### src/rtl/free_reg_list.sv
// Circular free list of physical register tags: dispatch pops at head, ROB
// commit pushes freed tags at tail, and a CDB flush rewinds head to a checkpoint.
module free_reg_list #(
  parameter int DEPTH     = 16,
  parameter int PTR_W     = 5,
  parameter int PR_W      = 6,
  parameter int INIT_BASE = 32
) (
  input  logic             Clk,
  input  logic             Resetb,
  input  logic             Dis_FrlRead,
  output logic [PR_W-1:0]  Frl_RdPhyAddr,
  output logic             Frl_Empty,
  output logic [PTR_W-1:0] Frl_HeadPtr,
  input  logic             Rob_Commit,
  input  logic             Rob_CommitRegWrite,
  input  logic [PR_W-1:0]  Rob_CommitPrePhyAddr,
  input  logic             Cdb_Flush,
  input  logic [PTR_W-1:0] Cfc_FrlHeadPtr,
  output logic [PTR_W-1:0] Frl_Count,
  output logic             Frl_Overflow
);

  localparam int IDX_W = PTR_W - 1;

  logic [PTR_W-1:0] head_q, head_d;
  logic [PTR_W-1:0] tail_q, tail_d;
  logic             ovf_q, ovf_d;
  logic [PR_W-1:0]  mem_q [DEPTH];

  logic empty, full, push_req, push_en;

  assign empty = (head_q == tail_q);
  assign full  = (head_q[IDX_W-1:0] == tail_q[IDX_W-1:0]) &&
                 (head_q[PTR_W-1] != tail_q[PTR_W-1]);

  assign push_req = Rob_Commit && Rob_CommitRegWrite;
  assign push_en  = push_req && !full;

  // Flush takes priority over a same-cycle pop; push is never blocked by flush.
  always_comb begin
    head_d = head_q;
    tail_d = tail_q;
    ovf_d  = ovf_q;
    if (Cdb_Flush)
      head_d = Cfc_FrlHeadPtr;
    else if (Dis_FrlRead && !empty)
      head_d = head_q + 1'b1;
    if (push_en)
      tail_d = tail_q + 1'b1;
    if (push_req && full)
      ovf_d = 1'b1;
  end

  always_ff @(posedge Clk or negedge Resetb) begin
    if (!Resetb) begin
      head_q <= '0;
      tail_q <= PTR_W'(DEPTH);
      ovf_q  <= 1'b0;
      for (int unsigned i = 0; i < DEPTH; i++)
        mem_q[i] <= PR_W'(INIT_BASE + i);
    end else begin
      head_q <= head_d;
      tail_q <= tail_d;
      ovf_q  <= ovf_d;
      if (push_en)
        mem_q[tail_q[IDX_W-1:0]] <= Rob_CommitPrePhyAddr;
    end
  end

  assign Frl_RdPhyAddr = mem_q[head_q[IDX_W-1:0]];
  assign Frl_Empty     = empty;
  assign Frl_HeadPtr   = head_q;
  assign Frl_Count     = tail_q - head_q;
  assign Frl_Overflow  = ovf_q;

endmodule

### config.mk
export PLATFORM = sky130hd
export DESIGN_NAME = free_reg_list
export DESIGN_NICKNAME = d
export VERILOG_FILES = /design/src/rtl/free_reg_list.sv
export SDC_FILE = /design/constraint.sdc
export NUM_CORES = 1
export LEC_CHECK = 0
export CORE_AREA = 2 2 118 120
export CTS_BUF_LIST = sky130_fd_sc_hd__clkbuf_4
export DETAILED_ROUTE_END_ITERATION = 6
export DIE_AREA = 0 0 120 122
export GPL_TIMING_DRIVEN = 0
export PLACE_DENSITY = 0.66
export SETUP_SLACK_MARGIN = 0.05
export SYNTH_ARGS = -nofsm -noshare
export SYNTH_HDL_FRONTEND = slang
export SYNTH_SLANG_ARGS = --single-unit
### constraint.sdc
create_clock -name Clk -period 3.3 [get_ports Clk]
set_clock_uncertainty 0.15 [all_clocks]
set_input_delay 0.825 -clock Clk [delete_from_list [all_inputs] [get_ports Clk]]
set_output_delay 0.825 -clock Clk [all_outputs]
set_load 0.005 [all_outputs]
==> flow_summary.toml <==
[cells_and_area]
syn2layout_area_growth_pct = 21.4
multi_input_area_sq_um = 2580
design_area_sq_um = 6390
nets = 465
regArea_sq_um = 2740
nFillCells = 1180
drive_gt1_share_pct = 53.5
utilization_pct = 47.3

[clocking]
cts.sinks = 107
clk_latency_ps = 480
ctsLongestPathBuffers = 2
cts_buffers = 9
clkTransAtPathRegs_ps = 170
cts_tree = "done"
cts-root-buf = "clkbuf_4"
h-tree-depth = 3

[floorplanning]
rows = 43
ios = 35
die_w_um = 120
die_area_sq_um = 14600
start_util_pct = 39.0
core-area_sq_um = 13500
die_height_um = 122

[critical_path]
r2r-start = "Frl_HeadPtr[1]"
startpoint_type = "flop"
critPathMaxFanout = 5
crit_type = "flop to output port"
crit_chain = "buf_6 -> buf_8 -> buf_16 -> buf_6 -> mux4_2 -> a22oi_1 -> nand2_1 -> buf_2"
r2r_cells = 10
arrival_ps = 2290
crit_buf_inv = 5
path_delay_family = "buffers and inverters"
regToRegSetupSlack_ps = 450
cp.required_ps = 2320
end_kind = "output port"
timing.rr.end = "mem_q[4]"
crit_slowest_cell = "dfrtp_2"
slowest_delay_ps = 450
cp_common_cell = "buf_6"

[run_status]
status = "completed"

[placement]
dpl_cell_area_sq_um = 5850
routabilityCongestion = 0.817
port_buffers = 34
dp_hpwl_um = 8180
pre_cts_ws_ps = -462

[timing]
fmax_mhz = 306
min_period_over_period_pct = 98.9
worst_pin_slew_ps = 798
rsz0062_at_grt = "true"
relSlewSlack_pct = 46.5
final_hold_viol_count = 0
final-setup-viol-count = 0
timing.final.ws_setup_ps = 34.8
fin_crit_ps = 3270
drv_slew = 0
whs_ps = 184

[logic_synthesis]
synth_xor_area_share_pct = 2.14
synth_common_cells = "97 x mux2_2, 58 x dfrtp_1, 49 x dfstp_2"
synth_fa_ha_area_share_pct = 2.52
syn_area_per_cell_sq_um = 13.9
synth_flop_cell = "dfrtp_1"
synth_compound_area_share_pct = 6.30
synth_fp_nets = 406
netlist_top_cells_area = "dfrtp_1 28%, dfstp_2 24%, mux2_2 21%"
synth_edf_count = 0
synth_top_family_by_area = "multiplexers"
synth.area.mux_share_pct = 30.6
async_flop_share_pct = 100
ys_seq_area_share_pct = 52.0
synth_top_area_share_pct = 27.6
synth.most_common_cell = "mux2_2"
synth.cell_area_sq_um = 5260
synth_cell_types = 39
synth-simple-area-share_pct = 4.11
synth_largest_area_cell = "dfrtp_1"
synth_warnings = 0
synthCells = 379
synth_seq_cells = 107

[global_routing]
grt_util_all_layers_pct = 16.9
grt_overflow = 0
antenna_found_initial = 1
grt_pass1_wl_um = 18800
grt_max_degree = 65
grt_pass1_vias = 3446

[drt]
viasPerCell = 5.24
num_vias = 3270
dr.pass1.iters = 4
first_iter_violations = 211
postRouteAntennaNets = 0
drc_errors = 0
wire_per_inst_um = 18.3
wirelength_um = 11400

[pwr]
power.total_mw = 5.13
power_leakage_nw = 2.71
ir_drop_mv = 0.222
power_density_nw_per_um2 = 802

[min_path]
hp-class = "input port to asynchronous set/reset pin"

[flow_run]
cap_violations = 0
## registers in the layout (all words and copies together) (netlist names)
signal and count:
tail_q 5, Frl_Overflow 1, Frl_HeadPtr 5, mem_q 96
## layout by cell type, fill, tap and decap left out, drive strengths merged, types with 3 or more instances in the layout
| cell | n |
|---|---|
| mux2 | 97 |
| clkinv | 3 |
| dfstp | 49 |
| mux2i | 25 |
| nand3 | 10 |
| mux4 | 12 |
| o21ai | 13 |
| inv | 11 |
| buf | 28 |
| xnor2 | 8 |
| nor2b | 3 |
| nor2 | 5 |
| ha | 9 |
| and2 | 3 |
| clkdlybuf4s50 | 22 |
| xor2 | 4 |
| a22oi | 6 |
| dfrtp | 58 |
| nand2 | 19 |
| clkbuf | 20 |
| a221oi | 12 |
## layer usage
| layer | share of wire [%] | track usage [%] | wire length (um) |
|---|---|---|---|
| met5 | 0 | 0 | 0 |
| met4 | 2.2 | 5.81 | 252 |
| met3 | 4.3 | 4.59 | 486 |
| met2 | 49 | 27.4 | 5610 |
| met1 | 44 | 22.1 | 5080 |
## worst max-delay path by stage
stage	cells after the start	end	from	slack, ps
4_1_cts	9	Frl_RdPhyAddr[1]	Frl_HeadPtr[0]	-90
2_1_floorplan	7	Frl_Count[3]	Frl_HeadPtr[1]	500
3_3_place_gp	1	mem_q[66]	Resetb	-2590
6_report	8	Frl_RdPhyAddr[1]	Frl_HeadPtr[0]	30
3_5_place_dp	7	Frl_Empty	Frl_HeadPtr[1]	-460
5_1_grt	8	Frl_RdPhyAddr[1]	Frl_HeadPtr[0]	-70
## power breakdown
| group | switching (mW) | internal, mW |
|---|---|---|
| Clock | 0.440 | 0.304 |
| Sequential | 0.311 | 2.04 |
| Combinational | 0.886 | 1.15 |
## per-stage QoR
step | setup TNS (ps) | instances
3_5_place_dp | -10070 | 594
6_report | 0 | 624
4_1_cts | -184 | 621
5_1_grt | -80.0 | 624
3_3_place_gp | -229020 | 593
2_1_floorplan | 0 | 379
## what timing repair did
| item | 4_1_cts | 5_1_grt |
|---|---|---|
| endpoints found under the setup margin | 109 | 10 |
| cloned | 1 | 0 |
| setup buffers | 12 | 3 |
| hold endpoints to repair | 0 | 0 |
| hold buffers | 0 | 0 |
| pin swaps | 22 | 6 |
| resized for setup | 85 | 14 |
## cells by family after synthesis
family          Yosys count
simple gates             45
buf+inv                  29
mux                     134
fa+ha+maj                10
flops                   107
xor+xnor                 12
compound gates           42
## cell type report
class                           instances  share of cell area [%]
Clock inverter                          7                    1.45
Sequential cell                       107                    42.9
Clock buffer                            9                    1.06
Antenna cell                            1                  0.0392
Inverter                               11                   0.764
Multi-Input combinational cell        243                    40.4
Timing Repair Buffer                   51                    7.99
Buffer                                 15                    1.90
Tap cell                              180                    3.52
(Power assumes the default switching activity.)
==> RTL change: new RTL, config.mk and constraints unchanged <==
`DEPTH`: 16 -> 32.
--- a/src/rtl/free_reg_list.sv
+++ b/src/rtl/free_reg_list.sv
@@ -1,7 +1,7 @@
 // Circular free list of physical register tags: dispatch pops at head, ROB
 // commit pushes freed tags at tail, and a CDB flush rewinds head to a checkpoint.
 module free_reg_list #(
-  parameter int DEPTH     = 16,
+  parameter int DEPTH     = 32,
   parameter int PTR_W     = 5,
   parameter int PR_W      = 6,
   parameter int INIT_BASE = 32
Function: changed (a bounded check fails within 4 cycles, from zero or initial values and one cycle with Resetb low).
==> RTL change against the original RTL <==
Power increased by 5.6%. Area after synthesis up 6.4%. Final area increased by 7.5%. Setup slack better by 0.067 ns. Sequential share of layout area down 3.0 points. Register-to-register slack gained 0.20 ns. Sequential cell count unchanged. Routed wire length grew 10%. Fmax is 2.1% higher. Largest cell class is now multi-input combinational cells. Largest power group unchanged.
==> RTL change: results (changes against the original RTL) <==
[finish]
areaGrowthSynthToFinish_pct=22.7  ; was 21.4%
drive_gt1_frac=0.573  ; was 0.535
clkCellAreaFrac=0.0238  ; was 0.0251
multi_input_gates=237  ; was 243
fin_cells=631  ; was 624
finalNetCount=472  ; was 465
inverters=9  ; was 11
sh_seq_area=0.399  ; was 0.429
nNonClkBuffers=81  ; was 66
multiInputGateArea_um2=2850  ; was 2580 um^2
nonClkBufAreaFrac=0.124  ; was 0.0989

[detailed_routing]
wl_met3_um=284  ; was 486 um
wl_met1_mm=5.77  ; was 5.08 mm
wl_per_cell_um=19.9  ; was 18.3 um
vias_per_cell=5.25  ; was 5.24
wl_met2_mm=6.34  ; was 5.61 mm

[yosys]
synth_area_leaders=dfrtp_1 (26%), dfstp_2 (23%), mux2_4 (18%)  ; was dfrtp_1 (28%), dfstp_2 (24%), mux2_2 (21%)
synth_area_per_cell_um2=14.6  ; was 13.9 um^2
ys_top_cells_by_count=mux2_4 (66), dfrtp_1 (59), dfstp_2 (48), mux2_2 (30), mux2i_1 (25)  ; was mux2_2 (97), dfrtp_1 (58), dfstp_2 (49), mux2i_1 (25), nand2_1 (19)
synth-seq-area-share=0.489  ; was 0.520

[sta]
fin_hold_ws_ns=0.233  ; was 0.184 ns

[critical_path]
timing.rr.end=mem_q[171]  ; was mem_q[4]

[placed_design]
routabilityCongestion=0.825  ; was 0.817
dp.cells=599  ; was 594

[power]
peakVddDrop_mv=0.224  ; was 0.222 mV
p_leak_uw=0.00295  ; was 0.00271 uW

[global_routing]
grt_pass1_wl_mm=20.3  ; was 18.8 mm
met2_usage=0.309  ; was 0.274

[outcome]
status=complete, no violations  ; unchanged

==> RTL change: changes by cell type after synthesis, moves of 2 or more <==
cell	unedited run	this run
inv_1	10	8
mux2_2	97	30
nand2_1	19	14
and3_4	0	2
buf_6	0	13
and3_1	0	10
buf_1	2	0
nor2_1	5	2
nand3_1	10	6
mux2_4	0	66
==> RTL change: where the power goes <==
part / switching (uW) / internal (uW) / total (uW) / leakage [uW]
registers: 329 / 2000 / 2330 / 0.00125
clock network: 457 / 313 / 771 / 0.0000911
logic: 918 / 1400 / 2320 / 0.00162
total: 1700 / 3710 / 5410 / 0.00295
==> RTL change: worst max-delay path by stage <==
stage	endpoint	cells after the start	slack, ns
floorplan	Frl_Count[3]	7	0.48
finish	Frl_RdPhyAddr[4]	8	0.10
CTS	Frl_RdPhyAddr[4]	8	0.002
global placement	mem_q[159]	1	-2.62
global route	Frl_RdPhyAddr[3]	7	0.02
detailed placement	Frl_Count[3]	8	-0.62
==> RTL change: what timing repair did <==
| item | CTS | global route |
|---|---|---|
| pin swaps | 15 | 17 |
| buffers inserted | 12 | 2 |
| endpoints found under the hold margin | 0 | 0 |
| endpoints found under the setup margin | 108 | 9 |
| gates cloned | 1 | 0 |
| resized for setup | 86 | 24 |
==> RTL change: cell families (layout without fill, tap and decap cells) <==
logic type / Yosys count / after routing / share of synthesized area
other: 0 / 1 / 0
and+or+nand+nor: 44 / 44 / 0.0431
buffers and inverters: 40 / 106 / 0.0465
adders and majority gates: 10 / 10 / 0.0237
muxes: 133 / 133 / 0.330
DFF: 107 / 107 / 0.489
AOI/OAI and AO/OA: 39 / 39 / 0.0492
xor gates and xnor gates: 11 / 11 / 0.0185
